==> config.mk <==
export PLATFORM = sky130hd
export DESIGN_NAME = angle_color_unit
export DESIGN_NICKNAME = d
export VERILOG_FILES = /design/src/rtl/fixed_pkg.sv /design/src/rtl/angle_color_unit_cos_quarter_rom.sv /design/src/rtl/angle_color_unit.sv
export SDC_FILE = /design/constraint.sdc
export NUM_CORES = 1
export LEC_CHECK = 0
export BUFFER_PORTS_ARGS = -buffer_cell sky130_fd_sc_hd__buf_2
export CORE_MARGIN = 1.5
export CORE_UTILIZATION = 52
export DETAILED_ROUTE_END_ITERATION = 8
export HOLD_SLACK_MARGIN = 0.05
export PLACE_DENSITY = 0.82
export RECOVER_POWER = 100
export SYNTH_ARGS = -nofsm -noshare
export SYNTH_HDL_FRONTEND = slang
export SYNTH_SLANG_ARGS = --single-unit
==> constraint.sdc <==
create_clock -name clk -period 6.2 [get_ports clk]
set_clock_uncertainty 0.1 [all_clocks]
set_input_delay 0.62 -clock clk [delete_from_list [all_inputs] [get_ports clk]]
set_output_delay 0.62 -clock clk [all_outputs]
set_load 0.1 [all_outputs]
==> src/rtl/fixed_pkg.sv <==
// Shared widths, palette mapping and the quarter-wave cosine table used by
// angle_color_unit.
package fixed_pkg;

  localparam int INT_BITS   = 16;
  localparam int FLOAT_BITS = 32;
  localparam int FRAC_BITS  = 16;
  localparam int PIXLW      = 12;

  // round(2^FRAC_BITS * cos(k deg)) using a Q30 Taylor series, elaboration only
  function automatic logic signed [FLOAT_BITS-1:0] cos_q16(input int k);
    longint x;
    longint x2;
    longint term;
    longint sum;
    x    = (longint'(k) * 64'sd3373259426 + 64'sd90) / 64'sd180;
    x2   = (x * x) >>> 30;
    term = 64'sd1 <<< 30;
    sum  = term;
    for (int n = 1; n <= 12; n++) begin
      term = -((term * x2) >>> 30) / longint'((2 * n - 1) * (2 * n));
      sum  = sum + term;
    end
    return FLOAT_BITS'(((sum <<< FRAC_BITS) + (64'sd1 <<< 29)) >>> 30);
  endfunction

  localparam logic signed [FLOAT_BITS-1:0] COS_TABLE [0:90] = '{
    cos_q16(0),  cos_q16(1),  cos_q16(2),  cos_q16(3),  cos_q16(4),
    cos_q16(5),  cos_q16(6),  cos_q16(7),  cos_q16(8),  cos_q16(9),
    cos_q16(10), cos_q16(11), cos_q16(12), cos_q16(13), cos_q16(14),
    cos_q16(15), cos_q16(16), cos_q16(17), cos_q16(18), cos_q16(19),
    cos_q16(20), cos_q16(21), cos_q16(22), cos_q16(23), cos_q16(24),
    cos_q16(25), cos_q16(26), cos_q16(27), cos_q16(28), cos_q16(29),
    cos_q16(30), cos_q16(31), cos_q16(32), cos_q16(33), cos_q16(34),
    cos_q16(35), cos_q16(36), cos_q16(37), cos_q16(38), cos_q16(39),
    cos_q16(40), cos_q16(41), cos_q16(42), cos_q16(43), cos_q16(44),
    cos_q16(45), cos_q16(46), cos_q16(47), cos_q16(48), cos_q16(49),
    cos_q16(50), cos_q16(51), cos_q16(52), cos_q16(53), cos_q16(54),
    cos_q16(55), cos_q16(56), cos_q16(57), cos_q16(58), cos_q16(59),
    cos_q16(60), cos_q16(61), cos_q16(62), cos_q16(63), cos_q16(64),
    cos_q16(65), cos_q16(66), cos_q16(67), cos_q16(68), cos_q16(69),
    cos_q16(70), cos_q16(71), cos_q16(72), cos_q16(73), cos_q16(74),
    cos_q16(75), cos_q16(76), cos_q16(77), cos_q16(78), cos_q16(79),
    cos_q16(80), cos_q16(81), cos_q16(82), cos_q16(83), cos_q16(84),
    cos_q16(85), cos_q16(86), cos_q16(87), cos_q16(88), cos_q16(89),
    cos_q16(90)
  };

  // Palette colour from coordinate bits [6:1]: R = x[6:3], G = y[6:3], B = {x[2:1], y[2:1]}
  function automatic logic [PIXLW-1:0] palette(input logic [5:0] xs, input logic [5:0] ys);
    return {xs[5:2], ys[5:2], xs[1:0], ys[1:0]};
  endfunction

endpackage

==> src/rtl/angle_color_unit_cos_quarter_rom.sv <==
// Combinational cosine of a signed angle in [-180, 180], folded onto the
// 0..90 degree quarter-wave table.
module angle_color_unit_cos_quarter_rom
  import fixed_pkg::*;
(
  input  logic signed [INT_BITS-1:0]   ang,
  output logic signed [FLOAT_BITS-1:0] cos_val
);

  logic [INT_BITS-1:0] mag;
  logic [6:0]          idx;

  always_comb begin
    mag = ang[INT_BITS-1] ? INT_BITS'(-ang) : INT_BITS'(ang);
    if (mag <= INT_BITS'(90)) begin
      idx     = mag[6:0];
      cos_val = COS_TABLE[idx];
    end else begin
      idx     = 7'(INT_BITS'(180) - mag);
      cos_val = -COS_TABLE[idx];
    end
  end

endmodule

==> src/rtl/angle_color_unit.sv <==
// Rotation angle register with circular wrap and registered Q16.16 cosine,
// plus colour-picker palette lookup and swatch/crosshair renderer.
module angle_color_unit
  import fixed_pkg::*;
#(
  parameter int ANG_MIN   = -180,
  parameter int ANG_MAX   = 179,
  parameter int PICK_SIZE = 128
) (
  input  logic                         clk,
  input  logic                         rst,
  input  logic                         ang_dec,
  input  logic                         ang_inc,
  output logic signed [INT_BITS-1:0]   ang,
  output logic signed [INT_BITS-1:0]   ang_prev,
  output logic signed [INT_BITS-1:0]   ang_next,
  output logic signed [FLOAT_BITS-1:0] cos_out,
  input  logic [INT_BITS-1:0]          cx,
  input  logic [INT_BITS-1:0]          cy,
  input  logic [INT_BITS-1:0]          sx,
  input  logic [INT_BITS-1:0]          sy,
  output logic [PIXLW-1:0]             color,
  output logic [PIXLW-1:0]             render
);

  localparam logic signed [INT_BITS-1:0]   A_MIN   = INT_BITS'(ANG_MIN);
  localparam logic signed [INT_BITS-1:0]   A_MAX   = INT_BITS'(ANG_MAX);
  localparam logic [INT_BITS-1:0]          PICK    = INT_BITS'(PICK_SIZE);
  localparam logic signed [FLOAT_BITS-1:0] COS_ONE = FLOAT_BITS'(1) <<< FRAC_BITS;

  logic signed [FLOAT_BITS-1:0] cos_val;
  logic [PIXLW-1:0]             pix;
  logic [PIXLW-1:0]             render_d;

  assign ang_prev = (ang == A_MIN) ? A_MAX : ang - INT_BITS'(1);
  assign ang_next = (ang == A_MAX) ? A_MIN : ang + INT_BITS'(1);

  angle_color_unit_cos_quarter_rom u_cos_rom (
    .ang     (ang),
    .cos_val (cos_val)
  );

  always_comb begin
    pix = palette(sx[6:1], sy[6:1]);
    if (sx >= PICK || sy >= PICK) render_d = '0;
    else if (sx == cx || sy == cy) render_d = ~pix;
    else render_d = pix;
  end

  // Decrement wins when both requests arrive in the same cycle
  always_ff @(posedge clk) begin
    if (!rst) begin
      ang     <= '0;
      cos_out <= COS_ONE;
      color   <= '0;
      render  <= '0;
    end else begin
      if (ang_dec) ang <= ang_prev;
      else if (ang_inc) ang <= ang_next;
      cos_out <= cos_val;
      color   <= palette(cx[6:1], cy[6:1]);
      render  <= render_d;
    end
  end

endmodule

# [Yosys cells after proc, flatten, opt, wreduce, memory -nomap -nowiden]
# Memory sizes are Yosys's and may differ from the RTL's.
# Index checks and enable logic that the tools add are counted.
[op_classes] add_sub_neg=5 order_cmp=5 n_eq_ne=4 n_mux=11 bitwise=4 reduce_logical=4
[op_table] operator="two-way mux 32 bit" n=5
[op_table] operator="two-way mux 16 bit" n=5
[op_table] operator="equality test 16 bit" n=2
[op_table] operator="equality test 16 x 9 -> 1 bit, second input constant" n=2
[op_table] operator="greater-or-equal comparator 16 x 8 -> 1 bit, second input constant" n=2
[op_table] operator="negator 32 bit" n=1
[op_table] operator="adder 16 x 2 -> 16 bit, second input constant" n=1
[op_table] operator="greater-or-equal comparator 8 bit, second input constant" n=2
[op_table] operator="<= comparator 16 x 7 -> 1 bit, second input constant" n=1
[op_table] operator="negator 16 bit" n=1
[op_table] operator="NOT 7 -> 8 bit" n=2
[op_table] operator="subtractor 16 x 2 -> 16 bit, second input constant" n=1
[op_table] operator="two-way mux 12 bit" n=1
[op_table] operator="NOT 12 bit" n=1
[op_table] operator="subtractor 6 x 7 -> 7 bit, first input constant" n=1
[op_table] operator="logical OR 1 bit" n=2
[op_table] operator="nonzero test 2 bit" n=1
[op_table] operator="OR reduction 2 bit" n=1
[op_table] operator="NOT 1 bit" n=1
[totals] register_bits=72 rom_bits=8192 out_inout_bits=104 elab_cells=39 mem_count=2
[memory_table] memory="(no name shown)" depth=128 word_bits=32 rd=1 rd_clocked_by_memory_dff=0 wr=0 line_no="angle_color_unit_cos_quarter_rom.sv:20" text="cos_val = -COS_TABLE[idx];"
[memory_table] memory="(no name shown)" depth=128 word_bits=32 rd=1 rd_clocked_by_memory_dff=0 wr=0 line_no="angle_color_unit_cos_quarter_rom.sv:17" text="cos_val = COS_TABLE[idx];"

# [Depth between registers and ports, before layout]
[depth] ltp_word=9 depth_mapped=26

# [Hierarchy]
# From an unflattened synthesis, not the netlist that was laid out.
[hier_totals] cells_unflattened=1345 hier_area_um2=9281.4
[by_module_without_submodules] mod="angle_color_unit_cos_quarter_rom" instances=1 cells_per_inst=919 area_each_um2=5561.6
[by_module_without_submodules] mod="angle_color_unit" instances=1 cells_per_inst=426 area_each_um2=3719.8

# [Least setup slack after synthesis]
# No wires, ideal clock.
[synth_path] path_kind="reg-to-reg" from="register ang[0]" to="register cos_out[16]" setup_time_ps=116 t_arrival_ps=6701 slack_ps=-716 stages_incl_launch_ff=25 path_cell_list="dfxtp_1 -> buf_6 -> clkinv_1 -> clkbuf_1 -> ha_1 -> nand2b_1 -> xnor2_2 -> clkbuf_1 -> clkbuf_1 -> clkbuf_1 -> ha_1 -> clkbuf_1 -> clkbuf_1 -> o21ai_0 -> mux4_2 -> nor2_1 -> a311oi_1 -> inv_1 -> ha_1 -> inv_1 -> nor3_4 -> nand4_2 -> or2_1 -> buf_2 -> a31o_1"
[synth_between] elab_chain_cells=9 elab_cells_between_ends=14
[synth_lines] element="start: declaration" line_no="angle_color_unit.sv:14" text="output logic signed [INT_BITS-1:0] ang,"
[synth_lines] element="start signal: assignment" line_no="angle_color_unit.sv:58" text="if (ang_dec) ang <= ang_prev;"
[synth_lines] element="start signal: assignment" line_no="angle_color_unit.sv:59" text="else if (ang_inc) ang <= ang_next;"
[synth_lines] element="negator 16 bit" line_no="angle_color_unit_cos_quarter_rom.sv:14" text="mag = ang[INT_BITS-1] ? INT_BITS'(-ang) : INT_BITS'(ang);"
[synth_lines] element="two-way mux 16 bit *" line_no="angle_color_unit_cos_quarter_rom.sv:14"
[synth_lines] element="subtractor 6 x 7 -> 7 bit" line_no="angle_color_unit_cos_quarter_rom.sv:19" text="idx = 7'(INT_BITS'(180) - mag);"
[synth_lines] element="NOT 7 -> 8 bit (not written as such)" line_no="angle_color_unit_cos_quarter_rom.sv:20"
[synth_lines] element="memory read (128 x 32 bit)"
[synth_lines] element="two-way mux 32 bit (not written as such) (2 in series)" line_no="angle_color_unit_cos_quarter_rom.sv:20"
[synth_lines] element="negator 32 bit" line_no="angle_color_unit_cos_quarter_rom.sv:20"
[synth_lines] element="two-way mux 32 bit *" line_no="angle_color_unit_cos_quarter_rom.sv:15" text="if (mag <= INT_BITS'(90)) begin"
[synth_lines] element="end signal: assignment" line_no="angle_color_unit.sv:60" text="cos_out <= cos_val;"
[synth_lines] element="end: declaration" line_no="angle_color_unit.sv:17" text="output logic signed [FLOAT_BITS-1:0] cos_out,"
# Mark *: on every way between the ends. The rest lies on a longest branch, timed or not. The select of a mux whose other input is x is not followed.
# A chain may end at the register's enable or synchronous reset.

# [Final worst setup path]
[layout_path] from="register ang[1]" to="register cos_out[26]"
# The elaborated chain is that of the path after synthesis.

==> impl_metrics.csv <==
group,metric,value,unit
layout,multi_input_area,6790,sq um
power_and_ir_drop,peakVddDrop,0.338,mV
route,drt_wl_total,36.4,mm
sta,setup_viol,0,
place,place.port_buffers,171,
setup_path,cp.required,6.36,ns
die,fp.dieH,133,um
power_and_ir_drop,finalPower,4.52,mW
synthesis,synth_compound_area_frac,0.301,
setup_path,crit_path_max_fanout,46,
synthesis,synth-simple-area-share,0.268,
synthesis,yosys.area_share.adder,0.0520,
clock_network,clk_latency,0.35,ns
synthesis,synth_ff_type,"dfxtp_1",
synthesis,synth-seq-cells,72,
route,first_iter_violations,1801,
route,vias,10700,
layout,final_cells,1570,
route,ant_nets,0,
layout,diodes,0,
setup_path,r2r_slack,0.47,ns
setup_path,cp-start-kind,"register",
layout,final_core_util,0.597,
synthesis,synth-xor-area-share,0.0936,
setup_path,timing.rr.end,"cos_out[26]",
synthesis,synth_fp_nets,1355,
die,die_width,133,um
route,first_pass_iters,7,
setup_path,cp_data_arrival_time,5.89,ns
clock_network,cts_sinks,72,
grt,grt_pass1_vias,9611,
sta,max_freq,0.175,GHz
power_and_ir_drop,p_leak,3.73,nW
clock_network,clk_pin_slew,0.07,ns
sta,setup_tns,0,ns
layout,nFillCells,1611,
place,hpwl,26.0,mm
layout,nNetsFinal,1449,
synthesis,netlist_instances,1251,
synthesis,avgSynthCellArea,7.07,sq um
route,wl_per_cell,23.2,um
place,routabilityCongestion,1.04,
synthesis,yosysSeqAreaShare,0.163,
place,pre_cts_slack,0.840,ns
sta,report.final.slew_viol_count,0,
clock_network,cts_inserted_buffers,9,
clock_network,cts_tree,"built",
sta,final.period_utilization,0.924,
grt,grt_start_max_net_pins,64,
grt,grt_pass1_wl,55.0,mm
setup_path,rr_worst_depth,14,
job,drv_cap,0,
synthesis,syn_area,8850,sq um
hold_path,hp-class,"primary input to register",
place,dp_cells,1554,
die,start_util,0.533,
synthesis,synth_top_family_by_area,"compound AO/OA/AOI/OAI gates",
sta,maxSlewHeadroom,0.189,
sta,rsz0062_at_grt,"no",
power_and_ir_drop,powerDensity,456,nW/um^2
sta,worstMarginPinSlew,1.22,ns
sta,timing.hold.ws,0.411,ns
place,post_dp_cell_area,9760,sq um
grt,grt.overflow.total,0,
synthesis,synth_warnings,0,
setup_path,endpoint,"cos_out[26]",
die,dieArea,17800,sq um
layout,layout.area.seq,1450,sq um
setup_path,reg2reg_from,"ang[1]",
clock_network,clockRootBuffer,"clkbuf_16",
route,vias_per_cell,6.83,
clock_network,cts_buffer_depth,2,
route,route.detailed.drc,0,
synthesis,synth-edff-count,0,
sta,period_minus_slack,5.73,ns
clock_network,postCtsSetupRepairBufs,0,
grt,antenna_found_initial,0,
clock_network,cts_resized,0,
layout,drive_gt1_frac,0.133,
sta,setup_ws,0.472,ns
clock_network,cts.hold.buffers_added,0,
grt,grt_usage,0.394,
layout,areaGrowthSynthToFinish,12.0,%
synthesis,ys_types,92,
outcome,status,"finished, final reports clean",
setup_path,crit_start,"ang[1]",
setup_path,worst_setup_path_end_kind,"register",
die,num_rows,47,
synthesis,synth_mux_area_frac,0.0512,
sta,hold_viol,0,
die,num_io_pins,172,
setup_path,criticalPathCategory,"register to register",
layout,final_area,9900,sq um
clock_network,htree_levels,3,
die,core_area,16600,sq um
synthesis,async_flop_share,0,
## critical path, stage by stage (launching register included)
cell      delay (ns)
dfxtp_2         0.43
inv_1           0.14
ha_1            0.17
buf_4           0.42
or3b_4          0.48
a221o_1         0.39
buf_4           0.30
a21oi_1         0.66
or2_1           0.67
mux4_2          0.65
o311ai_2        0.44
nor4_4          0.09
nand4_1         0.18
or2_1           0.26
nor2b_1         0.21
## area by class of cell
cell class | count | share of cell area
flip-flops and latches | 72 | 0.146
multi-input cells | 1028 | 0.685
inverters | 23 | 0.00872
repair buffers | 211 | 0.103
clock buffers | 9 | 0.0227
well taps | 220 | 0.0278
clock inverters | 7 | 0.00619
## cells by family after synthesis
logic type      after synthesis
fa+ha+maj                    37
flops                        72
simple gates                486
mux                          28
compound gates              388
buf+inv                     151
xor+xnor                     89
## per-layer routing
layer | routed length [um] | global-route usage
met1 | 14600 | 0.521
met2 | 16000 | 0.621
met3 | 4500 | 0.104
met4 | 1350 | 0.133
met5 | 0 | 0
## worst min path at each step
stage	endpoint	start	depth (start not counted)
global placement	ang[8]	ang[8]	2
global route	color[1]	cy[2]	2
floorplan	color[0]	cy[1]	1
finish	color[1]	cy[2]	2
CTS	color[1]	cy[2]	2
detailed placement	ang[8]	ang[8]	2
## power breakdown
group	total, mW	internal, mW	leakage (nW)	switching [mW]
clock network	0.510	0.279	0.135	0.230
registers	0.610	0.543	0.597	0.0668
logic	3.40	0.902	2.99	2.49
total	4.52	1.73	3.73	2.79
## synth_stat cells (14+ instances only)
cell type	n	share of area
nor2_1	149	0.063
nand2_1	119	0.050
a21oi_1	93	0.053
clkbuf_1	86	0.036
dfxtp_1	72	0.16
o21ai_0	70	0.040
xnor2_1	69	0.068
nand3_1	48	0.027
a211oi_1	36	0.031
ha_1	36	0.051
and2_1	33	0.023
nor3_1	31	0.018
a311oi_1	29	0.029
o22ai_1	20	0.014
a31oi_1	19	0.013
buf_1	19	0.0081
nand4_1	18	0.013
inv_1	17	0.0072
o211ai_1	15	0.013
xor2_1	15	0.015
nand2b_1	14	0.0099
nor2b_1	14	0.0099
o31ai_1	14	0.012
## state kept, by name, summed over array words and instances (netlist names)
| register | flops |
|---|---|
| ang | 16 |
| color | 12 |
| cos_out | 32 |
| render | 12 |
## placed cells by master, fill, tap and decap left out, types with 17 or more instances in the layout
cell / n
nor2_1: 149
nand2_1: 119
clkbuf_1: 104
a21oi_1: 93
o21ai_0: 70
dfxtp_1: 70
xnor2_1: 68
buf_2: 68
nand3_1: 48
buf_4: 39
a211oi_1: 36
ha_1: 36
nor3_1: 31
a311oi_1: 29
and2_0: 21
o22ai_1: 20
a31oi_1: 19
nand4_1: 19
inv_1: 17
Power figures use the tool's default switching activity.
